===== config.mk =====
export PLATFORM = sky130hd
export DESIGN_NAME = div_ratio_monitor
export DESIGN_NICKNAME = d
export VERILOG_FILES = /design/src/rtl/div_mon_pkg.sv /design/src/rtl/pow2_log2_enc.sv /design/src/rtl/div_ratio_monitor.sv
export SDC_FILE = /design/constraint.sdc
export NUM_CORES = 1
export LEC_CHECK = 0
export BUFFER_PORTS_ARGS = -buffer_cell sky130_fd_sc_hd__buf_2
export CORE_MARGIN = 2
export CORE_UTILIZATION = 52
export CTS_CLUSTER_DIAMETER = 60
export CTS_CLUSTER_SIZE = 14
export DETAILED_ROUTE_END_ITERATION = 6
export PLACE_DENSITY = 0.76
export SETUP_SLACK_MARGIN = 0.1
export SLEW_MARGIN = 20
export SYNTH_ARGS = -nofsm -noshare
export SYNTH_HDL_FRONTEND = slang
export SYNTH_SLANG_ARGS = --single-unit

===== constraint.sdc =====
create_clock -name clk -period 1.7 [get_ports clk]
set_clock_uncertainty 0.2 [all_clocks]
set_input_delay 0.085 -clock clk [delete_from_list [all_inputs] [get_ports clk]]
set_output_delay 0.085 -clock clk [all_outputs]
set_load 0.02 [all_outputs]

===== src/rtl/div_mon_pkg.sv =====
// Shared types and default sizing for the divided-clock ratio monitor.
package div_mon_pkg;

  typedef enum logic [1:0] {IDLE, SEEK, MEAS} div_mon_state_t;

  localparam int DIV_MON_CNT_W    = 8;
  localparam int DIV_MON_LOCK_CNT = 4;

endpackage


===== src/rtl/pow2_log2_enc.sv =====
// Combinational power-of-two detect and log2 encode of a measured period.
module pow2_log2_enc #(
  parameter int CNT_W = 8,
  parameter int LOG_W = $clog2(CNT_W)
) (
  input  logic [CNT_W-1:0] period,
  output logic             is_pow2,
  output logic [LOG_W-1:0] log2_ratio
);

  always_comb begin
    is_pow2    = (period != '0) && ((period & (period - 1'b1)) == '0) &&
                 (period != CNT_W'(1));
    log2_ratio = '0;
    // A ratio of 1 is not a divided clock, so bit 0 is never a valid log2.
    for (int i = 1; i < CNT_W; i++) begin
      if (period == (CNT_W'(1) << i)) log2_ratio = LOG_W'(i);
    end
  end

endmodule


===== src/rtl/div_ratio_monitor.sv =====
// Measures period/high time of a clk-synchronous divided waveform, tracks lock,
// and flags ratio changes while locked and stuck inputs (counter overflow).
//
// state | meaning
// IDLE  | disabled or just reset; counters and outputs cleared
// SEEK  | waiting for the first rising edge to start a measurement
// MEAS  | counting cycles between rising edges
module div_ratio_monitor
  import div_mon_pkg::*;
#(
  parameter int CNT_W    = DIV_MON_CNT_W,
  parameter int LOCK_CNT = DIV_MON_LOCK_CNT,
  parameter int LOG_W    = $clog2(CNT_W)
) (
  input  logic             clk,
  input  logic             rst,
  input  logic             en,
  input  logic             sig_in,
  output logic [CNT_W-1:0] period,
  output logic [CNT_W-1:0] high_time,
  output logic             meas_valid,
  output logic             duty50,
  output logic             is_pow2,
  output logic [LOG_W-1:0] log2_ratio,
  output logic             locked,
  output logic             err
);

  localparam logic [3:0] LOCK_M = 4'(LOCK_CNT);

  div_mon_state_t   state_q, state_d;
  logic             sig_q;
  logic [CNT_W-1:0] cnt_q, cnt_d, hcnt_q, hcnt_d;
  logic [CNT_W-1:0] period_q, period_d, high_q, high_d;
  logic             mv_q, mv_d, duty_q, duty_d, pow2_q, pow2_d;
  logic [LOG_W-1:0] log2_q, log2_d;
  logic             locked_q, locked_d, err_q, err_d;
  logic [3:0]       match_q, match_d;
  logic             rise, changed, enc_pow2;
  logic [LOG_W-1:0] enc_log2;

  pow2_log2_enc #(.CNT_W(CNT_W), .LOG_W(LOG_W)) u_enc (
    .period     (period_d),
    .is_pow2    (enc_pow2),
    .log2_ratio (enc_log2)
  );

  assign rise    = sig_in & ~sig_q;
  assign changed = locked_q && (cnt_q != period_q);

  always_comb begin
    state_d  = state_q;
    cnt_d    = cnt_q;
    hcnt_d   = hcnt_q;
    period_d = period_q;
    high_d   = high_q;
    mv_d     = 1'b0;
    err_d    = 1'b0;
    duty_d   = duty_q;
    pow2_d   = pow2_q;
    log2_d   = log2_q;
    locked_d = locked_q;
    match_d  = match_q;
    if (!en) begin
      state_d  = IDLE;
      cnt_d    = '0;
      hcnt_d   = '0;
      period_d = '0;
      high_d   = '0;
      duty_d   = 1'b0;
      pow2_d   = 1'b0;
      log2_d   = '0;
      locked_d = 1'b0;
      match_d  = '0;
    end else begin
      case (state_q)
        IDLE: state_d = SEEK;
        SEEK: begin
          if (rise) begin
            cnt_d   = CNT_W'(1);
            hcnt_d  = CNT_W'(1);
            state_d = MEAS;
          end
        end
        MEAS: begin
          if (rise) begin
            period_d = cnt_q;
            high_d   = hcnt_q;
            mv_d     = 1'b1;
            duty_d   = ({hcnt_q, 1'b0} == {1'b0, cnt_q});
            pow2_d   = enc_pow2;
            log2_d   = enc_log2;
            // match_q==0 marks the first measurement after SEEK.
            if ((match_q != '0) && (cnt_q == period_q))
              match_d = (match_q >= LOCK_M) ? LOCK_M : match_q + 4'd1;
            else
              match_d = 4'd1;
            locked_d = (match_d == LOCK_M) && !changed;
            err_d    = changed;
            cnt_d    = CNT_W'(1);
            hcnt_d   = CNT_W'(1);
          end else if (cnt_q == '1) begin
            err_d    = 1'b1;
            locked_d = 1'b0;
            match_d  = '0;
            cnt_d    = '0;
            hcnt_d   = '0;
            state_d  = SEEK;
          end else begin
            cnt_d  = cnt_q + 1'b1;
            hcnt_d = hcnt_q + CNT_W'(sig_in);
          end
        end
        default: state_d = IDLE;
      endcase
    end
  end

  always_ff @(posedge clk) begin
    if (rst) begin
      state_q  <= IDLE;
      sig_q    <= 1'b0;
      cnt_q    <= '0;
      hcnt_q   <= '0;
      period_q <= '0;
      high_q   <= '0;
      mv_q     <= 1'b0;
      duty_q   <= 1'b0;
      pow2_q   <= 1'b0;
      log2_q   <= '0;
      locked_q <= 1'b0;
      err_q    <= 1'b0;
      match_q  <= '0;
    end else begin
      state_q  <= state_d;
      sig_q    <= sig_in;
      cnt_q    <= cnt_d;
      hcnt_q   <= hcnt_d;
      period_q <= period_d;
      high_q   <= high_d;
      mv_q     <= mv_d;
      duty_q   <= duty_d;
      pow2_q   <= pow2_d;
      log2_q   <= log2_d;
      locked_q <= locked_d;
      err_q    <= err_d;
      match_q  <= match_d;
    end
  end

  assign period     = period_q;
  assign high_time  = high_q;
  assign meas_valid = mv_q;
  assign duty50     = duty_q;
  assign is_pow2    = pow2_q;
  assign log2_ratio = log2_q;
  assign locked     = locked_q;
  assign err        = err_q;

endmodule


==> results of run 1 <==
[kinds of logic after synthesis]
logic type,count (synthesis)
AO/OA/AOI/OAI,75
XOR/XNOR,21
adder cells (fa/ha/maj),6
buffers and inverters,30
flip-flops,47
multiplexers,2
AND/OR/NAND/NOR,120
[synth_stat cells, types with 4 or more instances]
cell,number
sky130_fd_sc_hd__o21ai_0,17
sky130_fd_sc_hd__inv_1,9
sky130_fd_sc_hd__and3_1,4
sky130_fd_sc_hd__nand2_1,48
sky130_fd_sc_hd__xor2_1,9
sky130_fd_sc_hd__nand4_1,4
sky130_fd_sc_hd__clkbuf_1,13
sky130_fd_sc_hd__a21oi_1,32
sky130_fd_sc_hd__a211oi_1,4
sky130_fd_sc_hd__or3_1,8
sky130_fd_sc_hd__xnor2_1,12
sky130_fd_sc_hd__dfxtp_1,47
sky130_fd_sc_hd__nor3_1,9
sky130_fd_sc_hd__nor2_1,8
sky130_fd_sc_hd__nand2b_1,6
sky130_fd_sc_hd__ha_1,5
sky130_fd_sc_hd__nor4_1,5
sky130_fd_sc_hd__nand3_1,10
sky130_fd_sc_hd__nor2b_1,6
[flip-flops by register name (all words and copies together) (netlist names)]
| register | flops |
|---|---|
| cnt_q | 8 |
| duty50 | 1 |
| err | 1 |
| hcnt_q | 8 |
| high_time | 8 |
| is_pow2 | 1 |
| locked | 1 |
| log2_ratio | 3 |
| match_q | 4 |
| meas_valid | 1 |
| period | 8 |
| sig_q | 1 |
| state_q | 2 |
[worst reg2reg max path: cells and delay by family, from the launching register on]
kind | cells | cell delay, ns
AND/OR/NAND/NOR | 4 | 0.99
buffers and inverters | 1 | 0.14
flip-flops | 1 | 0.38
[through the flow]
| stage | hold WS (ns) | setup TNS [ns] |
|---|---|---|
| 3_5_place_dp | 0.1606 | -0.4075 |
| 4_1_cts | 0.1165 | -0.04757 |
| 6_report | 0.1181 | -0.2869 |
| 5_1_grt | 0.1597 | -0.9808 |
| 3_3_place_gp | 0.1585 | -0.09407 |
| 2_1_floorplan | -0.04339 | -0.4922 |
[final cells by class]
| cell class | instances | area [sq um] |
|---|---|---|
| clock buffers | 5 | 68.82 |
| clock inverters | 3 | 15.01 |
| fillers | 281 | 928.4 |
| inverters | 9 | 33.78 |
| multi-input cells | 224 | 1684 |
| flip-flops and latches | 47 | 969.7 |
| well taps | 52 | 65.06 |
| repair buffers | 87 | 649.4 |
[power by group]
group | leakage [nW] | switching [mW] | internal, mW
Combinational | 0.901 | 0.0991 | 0.0702
Sequential | 0.386 | 0.00708 | 1.10
Clock | 0.0477 | 0.400 | 0.282
[layer usage]
| metal | global-route usage, % | up-vias |
|---|---|---|
| met4 | 6.709 | 0 |
| li1 | - | 1204 |
| met5 | 0 | - |
| met2 | 45.77 | 97 |
| met1 | 37.76 | 1238 |
| met3 | 4.583 | 24 |
[how the worst max path moves through the flow]
stage	endpoint
2_1_floorplan	is_pow2
3_5_place_dp	hcnt_q[6]
6_report	log2_ratio[0]
3_3_place_gp	is_pow2
5_1_grt	cnt_q[6]
4_1_cts	is_pow2
[what timing repair did]
item / 4_1_cts / 5_1_grt
setup buffers: 6 / 6
gates resized for setup: 47 / 50
endpoints found under the setup margin: 25 / 41
endpoints found under the hold margin: 1 / 0
cloned: 1 / 0
hold buffers: 2 / 0
pin swaps: 14 / 25
==> impl_summary.log, run 1 <==
[metrics] number of buffers created by CTS: 5
[metrics] final design area excluding fillers: 0.003486 sq mm
[metrics] H-tree depth reported by CTS: 2
[metrics] origin of the worst setup path: cnt_q[4]
[metrics] clock transition at the register clock pins on the worst setup and hold paths after CTS: 0.09 ns
[metrics] Synthesis Warnings: 0
[metrics] router iterations before antenna repair: 4
[metrics] routed length on met3: 489 um
[metrics] instance count along the most critical hold path: 4
[metrics] via count of the first global-routing pass: 2,410
[metrics] xor and xnor area share after synthesis: 7.585%
[metrics] utilization of the core after routing: 78.97%
[metrics] Max-slew headroom: 67.61%
[metrics] worst hold path startpoint: sig_in
[metrics] unrepaired setup endpoints after global routing: true
[metrics] largest delay contributor family on the critical path: simple AND/OR/NAND/NOR gates
[metrics] TritonCTS sink count: 47
[metrics] buffer and inverter count on the worst path: 1
[metrics] Compound-Gate Fraction of Synth Area: 19.50%
[metrics] largest fanout of any net on the critical path: 10
[metrics] adder and majority gate portion of the synthesized area: 2.993%
[metrics] startpoint kind of the worst setup timing path: flip-flop
[metrics] launching point of the worst reg2reg path: cnt_q[4]
[metrics] violations in the final reports: setup timing
[metrics] number of cells on the worst reg-to-reg path: 5
[metrics] total power per unit cell area: 561.3 mW/mm^2
[metrics] met2 wirelength from detailed routing: 3630 um
[metrics] core area: 0.004414 sq mm
[metrics] Cells after Synth: 301
[metrics] routed metal-1 wirelength: 3134 um
[metrics] maxcap violations: 0
[metrics] main combinational cell family by area after synthesis: simple AND/OR/NAND/NOR gates
[metrics] Avg Synthesized Cell Area: 8.056 sq um
[metrics] clock latency on the worst-skew pair: 0.31 ns
[metrics] Max Root-Sink Buffers: 2
[metrics] share of the cycle needed by the critical path after routing: 104.5%
[metrics] number of cells on the critical path: 5
[metrics] num rows: 24
[metrics] leakage power total: 1.334 nW
[metrics] required time of the critical path: 1.74 ns
[metrics] Die Footprint: 0.005225 sq mm
[metrics] number of different library cells in the post-synthesis netlist: 50
[metrics] post-detailed-route via-to-cell ratio: 6.002
[metrics] fraction of layout cells with a size suffix above 1: 42.67%
[metrics] FF-to-FF setup slack: -0.08 ns
[metrics] Primary FF master, synth: sky130_fd_sc_hd__dfxtp_1
[metrics] highest metal layer with signal wires: met4
[metrics] standard cell with the maximum stage delay on the critical path: sky130_fd_sc_hd__or3b_4
[metrics] endpoint of the most critical register-to-register path: log2_ratio[0]
[metrics] Max Slew Vio Count: 0
[metrics] number of cells after detailed placement: 405
[metrics] Async S/R FF share, synth: 0%
[metrics] HP Class: in -> reg
[metrics] count of final hold-check violations: 0
[metrics] total vias in the final route: 2,563
[metrics] synthesis-stage register bit count: 47
[metrics] Placement Cell Area: 0.002922 sq mm
[metrics] count of nets after finishing: 383
[metrics] count of antenna diodes in the layout: 0
[metrics] wire per inst: 17.37 um
[metrics] Die Span Y: 72.29 um
[metrics] most common library cell in the layout ignoring fill and taps: sky130_fd_sc_hd__nand2_1
[metrics] leading cell types in the layout, fill and taps excluded: 46 x sky130_fd_sc_hd__nand2_1, 44 x sky130_fd_sc_hd__buf_4, 36 x sky130_fd_sc_hd__dfxtp_1
[metrics] GPL Wtd Cong: 0.8729
[metrics] number of antenna violations at the first check in global routing: 0
[metrics] number of flops mapped to enable cells by yosys: 0
[metrics] TritonCTS clock tree: done
[metrics] crit path cell chain: buf_8, or3b_4, nor4_4, nor3_2, nor2_1
[metrics] largest area contributor in the synthesized netlist: sky130_fd_sc_hd__dfxtp_1
[metrics] starting density of the core: 54.93%
[metrics] count of pins on the block boundary: 28
[metrics] multiplexer area fraction after synthesis: 0.8256%
[metrics] total gr overflow: 0
[metrics] Post-DP HPWL: 4629 um
[metrics] port buffer count: 27
[metrics] outcome: finished with violations
[metrics] crit path capture type: flip-flop
[metrics] Fmax achieved: 562.7 MHz
[metrics] area growth from synthesis to layout: 43.76%
[metrics] Worst Tran Pin Value: 0.4843 ns
[metrics] post-synthesis net count: 310
[metrics] largest net degree at the start of global routing: 31
[metrics] Synth top area share: 38.80%
[metrics] synthesized cell area: 0.002425 sq mm
[metrics] drt total wl: 7416 um
[metrics] final worst-path setup slack: -0.07725 ns
[metrics] clock tree root driver cell: sky130_fd_sc_hd__clkbuf_8
[metrics] arrival time worst endpoint: 1.82 ns
[metrics] maximum vdd drop: 0.3525 mV
[metrics] sequential cell area fraction in the yosys report: 38.80%
[metrics] global routing usage summed across all routing layers: 27.68%
[metrics] worst setup path category: reg -> reg
[metrics] dominant cells by area after synthesis: sky130_fd_sc_hd__dfxtp_1 39%, sky130_fd_sc_hd__nand2_1 7.4%, sky130_fd_sc_hd__a21oi_1 6.6%
[metrics] die outline width: 72.29 um
[metrics] final standard cell count with taps included and fillers excluded: 427
[metrics] total setup violations reported at the end of the flow: 8
[metrics] wire length of the first global-routing pass: 11,470 um
[metrics] Setup Slack @ Placement: -0.07704 ns
[metrics] antenna-violating nets left: 0
[metrics] stage delay of the slowest cell on the critical path: 0.46 ns
[metrics] Hold Path End: hcnt_q[0]
[metrics] post-route total power: 1.957 mW
[metrics] Simple-Gate Fraction of Synth Area: 25.03%
[metrics] Initial DRC Count: 182
[metrics] minimum clock period after layout: 1.777 ns
[metrics] post-detailed-route DRC marker count: 0
No activity file was read; power rests on OpenSTA's default activity.
==> run 2, diff against run 1 <==
--- a/config.mk
+++ b/config.mk
@@ -7,11 +7,12 @@
 export LEC_CHECK = 0
 export BUFFER_PORTS_ARGS = -buffer_cell sky130_fd_sc_hd__buf_2
 export CORE_MARGIN = 2
-export CORE_UTILIZATION = 52
+export CORE_UTILIZATION = 54
+export CTS_BUF_LIST = sky130_fd_sc_hd__clkbuf_2
 export CTS_CLUSTER_DIAMETER = 60
 export CTS_CLUSTER_SIZE = 14
 export DETAILED_ROUTE_END_ITERATION = 6
-export PLACE_DENSITY = 0.76
+export PLACE_DENSITY = 0.79
 export SETUP_SLACK_MARGIN = 0.1
 export SLEW_MARGIN = 20
 export SYNTH_ARGS = -nofsm -noshare
==> run 2 against run 1 <==
The flow finishes with violations (hold timing, setup timing). Sequential share of layout area up 0.093 points. Wire length rose by 15%. Non-clock buffer count did not move. Critical path type unchanged. Critical endpoint is now hcnt_q[6]. Highest routed layer unchanged.
==> impl_summary.log, run 2 (same netlist as run 1, synthesis figures left out) <==
[metrics] outcome: finished with violations
[metrics] violations in the final reports: hold timing, setup timing
[metrics] core area: 0.004354 sq mm (-1.4%)
[metrics] clock latency on the worst-skew pair: 0.43 ns (+0.12 ns)
[metrics] Max Slew Vio Count: 0 (unchanged)
[metrics] maxcap violations: 0 (unchanged)
[metrics] total setup violations reported at the end of the flow: 16 (+8)
[metrics] via count of the first global-routing pass: 2,376 (-1.4%)
[metrics] required time of the critical path: 1.88 ns (+0.14 ns)
[metrics] routed length on met3: 613 um (+25%)
[metrics] maximum vdd drop: 0.2773 mV (-21%)
[metrics] global routing usage summed across all routing layers: 28.05% (+0.37 points)
[metrics] number of buffers created by CTS: 5 (unchanged)
[metrics] post-detailed-route DRC marker count: 0 (unchanged)
[metrics] area occupied by multi-input gates: 0.001708 sq mm (+1.4%)
[metrics] endpoint of the most critical register-to-register path: hcnt_q[6]
[metrics] wire per inst: 19.95 um (+15%)
[metrics] total gr overflow: 0 (unchanged)
[metrics] area growth from synthesis to layout: 44.01%
[metrics] number of cells on the critical path: 7 (+2)
[metrics] clock transition at the register clock pins on the worst setup and hold paths after CTS: 0.25 ns (+0.16 ns)
[metrics] number of cells on the worst reg-to-reg path: 7 (+2)
[metrics] final worst-path setup slack: -0.2128 ns (-0.1356 ns)
[metrics] largest fanout of any net on the critical path: 5 (-5)
[metrics] number of cells after detailed placement: 400 (-1.2%)
[metrics] leading cell types in the layout, fill and taps excluded: 47 x sky130_fd_sc_hd__nand2_1, 42 x sky130_fd_sc_hd__buf_4, 32 x sky130_fd_sc_hd__dfxtp_1
[metrics] share of the cycle needed by the critical path after routing: 112.5% (+8.0 points)
[metrics] Worst Tran Pin Value: 0.5584 ns (+0.07411 ns)
[metrics] area occupied by registers: 974.7 sq um (+0.52%)
[metrics] count of pins on the block boundary: 28 (unchanged)
[metrics] Die Span Y: 71.01 um (-1.8%)
[metrics] Placement Cell Area: 0.002884 sq mm (-1.3%)
[metrics] met2 wirelength from detailed routing: 4139 um (+14%)
[metrics] Layout fillers: 236 (-16%)
[metrics] launching point of the worst reg2reg path: cnt_q[1]
[metrics] buffer and inverter count on the worst path: 2 (+1)
[metrics] final design area excluding fillers: 0.003492 sq mm (+0.18%)
[metrics] number of antenna violations at the first check in global routing: 0 (unchanged)
[metrics] final standard cell count with taps included and fillers excluded: 426 (-0.23%)
[metrics] CTS Hold Buffers Added: 4 (+2)
[metrics] H-tree depth reported by CTS: 2 (unchanged)
[metrics] antenna-violating nets left: 0 (unchanged)
[metrics] worst setup path category: reg -> reg
[metrics] capturing element of the worst setup path: hcnt_q[6]
[metrics] wire length of the first global-routing pass: 11,390 um (-0.72%)
[metrics] HP Class: in -> reg
[metrics] arrival time worst endpoint: 2.10 ns (+0.28 ns)
[metrics] router iterations before antenna repair: 5 (+1)
[metrics] cell type with the highest occurrence count on the critical path: sky130_fd_sc_hd__buf_4
[metrics] Fin Hold WS: -0.008248 ns (-0.1263 ns)
[metrics] fraction of layout cells with a size suffix above 1: 43.85% (+1.2 points)
[metrics] routed metal-1 wirelength: 3349 um (+6.9%)
[metrics] leakage power total: 1.325 nW (-0.68%)
[metrics] count of final hold-check violations: 1 (+1)
[metrics] total vias in the final route: 2,747 (+7.2%)
[metrics] drt total wl: 8498 um (+15%)
[metrics] largest delay contributor family on the critical path: compound AO/OA/AOI/OAI gates
[metrics] TritonCTS sink count: 47 (unchanged)
[metrics] minimum clock period after layout: 1.913 ns (+0.1356 ns)
[metrics] num rows: 24 (unchanged)
[metrics] starting density of the core: 55.69% (+0.76 points)
[metrics] count of nets after finishing: 383 (unchanged)
[metrics] TritonCTS clock tree: done
[metrics] standard cell with the maximum stage delay on the critical path: sky130_fd_sc_hd__dfxtp_4
[metrics] post-detailed-route via-to-cell ratio: 6.448 (+7.4%)
[metrics] most common library cell in the layout ignoring fill and taps: sky130_fd_sc_hd__nand2_1
[metrics] largest net degree at the start of global routing: 31 (unchanged)
[metrics] total power per unit cell area: 501.2 mW/mm^2 (-11%)
[metrics] origin of the worst setup path: cnt_q[1]
[metrics] startpoint kind of the worst setup timing path: flip-flop
[metrics] clock tree root driver cell: sky130_fd_sc_hd__clkbuf_2
[metrics] stage delay of the slowest cell on the critical path: 0.42 ns (-0.04 ns)
[metrics] GPL Wtd Cong: 0.8942 (+2.4%)
[metrics] count of antenna diodes in the layout: 0 (unchanged)
[metrics] Max Root-Sink Buffers: 2 (unchanged)
[metrics] FF-to-FF setup slack: -0.21 ns (-0.14 ns)
[metrics] port buffer count: 27 (unchanged)
[metrics] Initial DRC Count: 400 (+120%)
[metrics] Max-slew headroom: 62.65% (-5.0 points)
[metrics] unrepaired setup endpoints after global routing: true
[metrics] highest metal layer with signal wires: met4
[metrics] Fmax achieved: 522.8 MHz (-7.1%)
[metrics] Die Footprint: 0.005042 sq mm (-3.5%)
[metrics] crit path cell chain: ha_4, and4_4, a2111oi_4, buf_4, buf_4, a21oi_2, o21ai_1
[metrics] die outline width: 71.01 um (-1.8%)
[metrics] crit path capture type: flip-flop
[metrics] Post-DP HPWL: 4436 um (-4.2%)
run 2: cell count changes in the layout (fill, tap and decap cells not counted), sizes merged:
cell,change
clkinv,-1
buf,-2
dlygate4sd3,+2
run 2: where the power goes:
| group | switching (mW) | leakage, nW | internal [mW] |
|---|---|---|---|
| Combinational | 0.105 | 0.911 | 0.0739 |
| Sequential | 0.0104 | 0.388 | 1.10 |
| Clock | 0.369 | 0.0262 | 0.0871 |
run 2: metal layers:
metal  up-vias  track usage [%]
met2       181            47.35
met5         -                0
li1       1207                -
met3        52            4.558
met1      1307            36.31
met4         0            9.853
run 2: cell type report:
cell class	instances	area share [%]
Clock inverter	2	0.2508
Inverter	9	0.9674
Multi-Input combinational cell	224	48.91
Tap cell	52	1.863
Sequential cell	47	27.91
Timing Repair Buffer	87	19.38
Clock buffer	5	0.7166
run 2: how the worst min path moves through the flow:
stage / start / end / depth (start not counted)
floorplan: rst / sig_q / 1
global placement: rst / sig_q / 3
detailed placement: rst / sig_q / 3
CTS: rst / cnt_q[7] / 5
global route: sig_in / hcnt_q[0] / 4
finish: sig_in / hcnt_q[0] / 4
run 2: through the flow:
step	total power [mW]	setup TNS [ns]	hold slack [ns]	utilization, %	setup slack, ns
floorplan	1.207	-0.4922	-0.04339	-	-0.08129
global placement	1.254	-0.2274	0.1524	66.24	-0.05086
detailed placement	1.256	-1.069	0.1528	66.24	-0.1165
CTS	1.701	-0.1570	-0.04911	73.82	-0.07359
global route	1.812	-2.326	-0.03610	80.20	-0.2289
finish	1.750	-1.442	-0.008248	80.20	-0.2128
run 2: timing repair:
action,in CTS,in global routing
setup buffers,5,9
gates resized for setup,61,50
pin swaps,25,32
endpoints found under the hold margin,7,1
cloned,1,0
setup endpoints to repair,44,43
run 2: worst reg2reg max path, cell delays in order, from the launching register on:
cell	delay (ns)
sky130_fd_sc_hd__dfxtp_4	0.42
sky130_fd_sc_hd__ha_4	0.17
sky130_fd_sc_hd__and4_4	0.16
sky130_fd_sc_hd__a2111oi_4	0.36
sky130_fd_sc_hd__buf_4	0.23
sky130_fd_sc_hd__buf_4	0.12
sky130_fd_sc_hd__a21oi_2	0.04
sky130_fd_sc_hd__o21ai_1	0.17
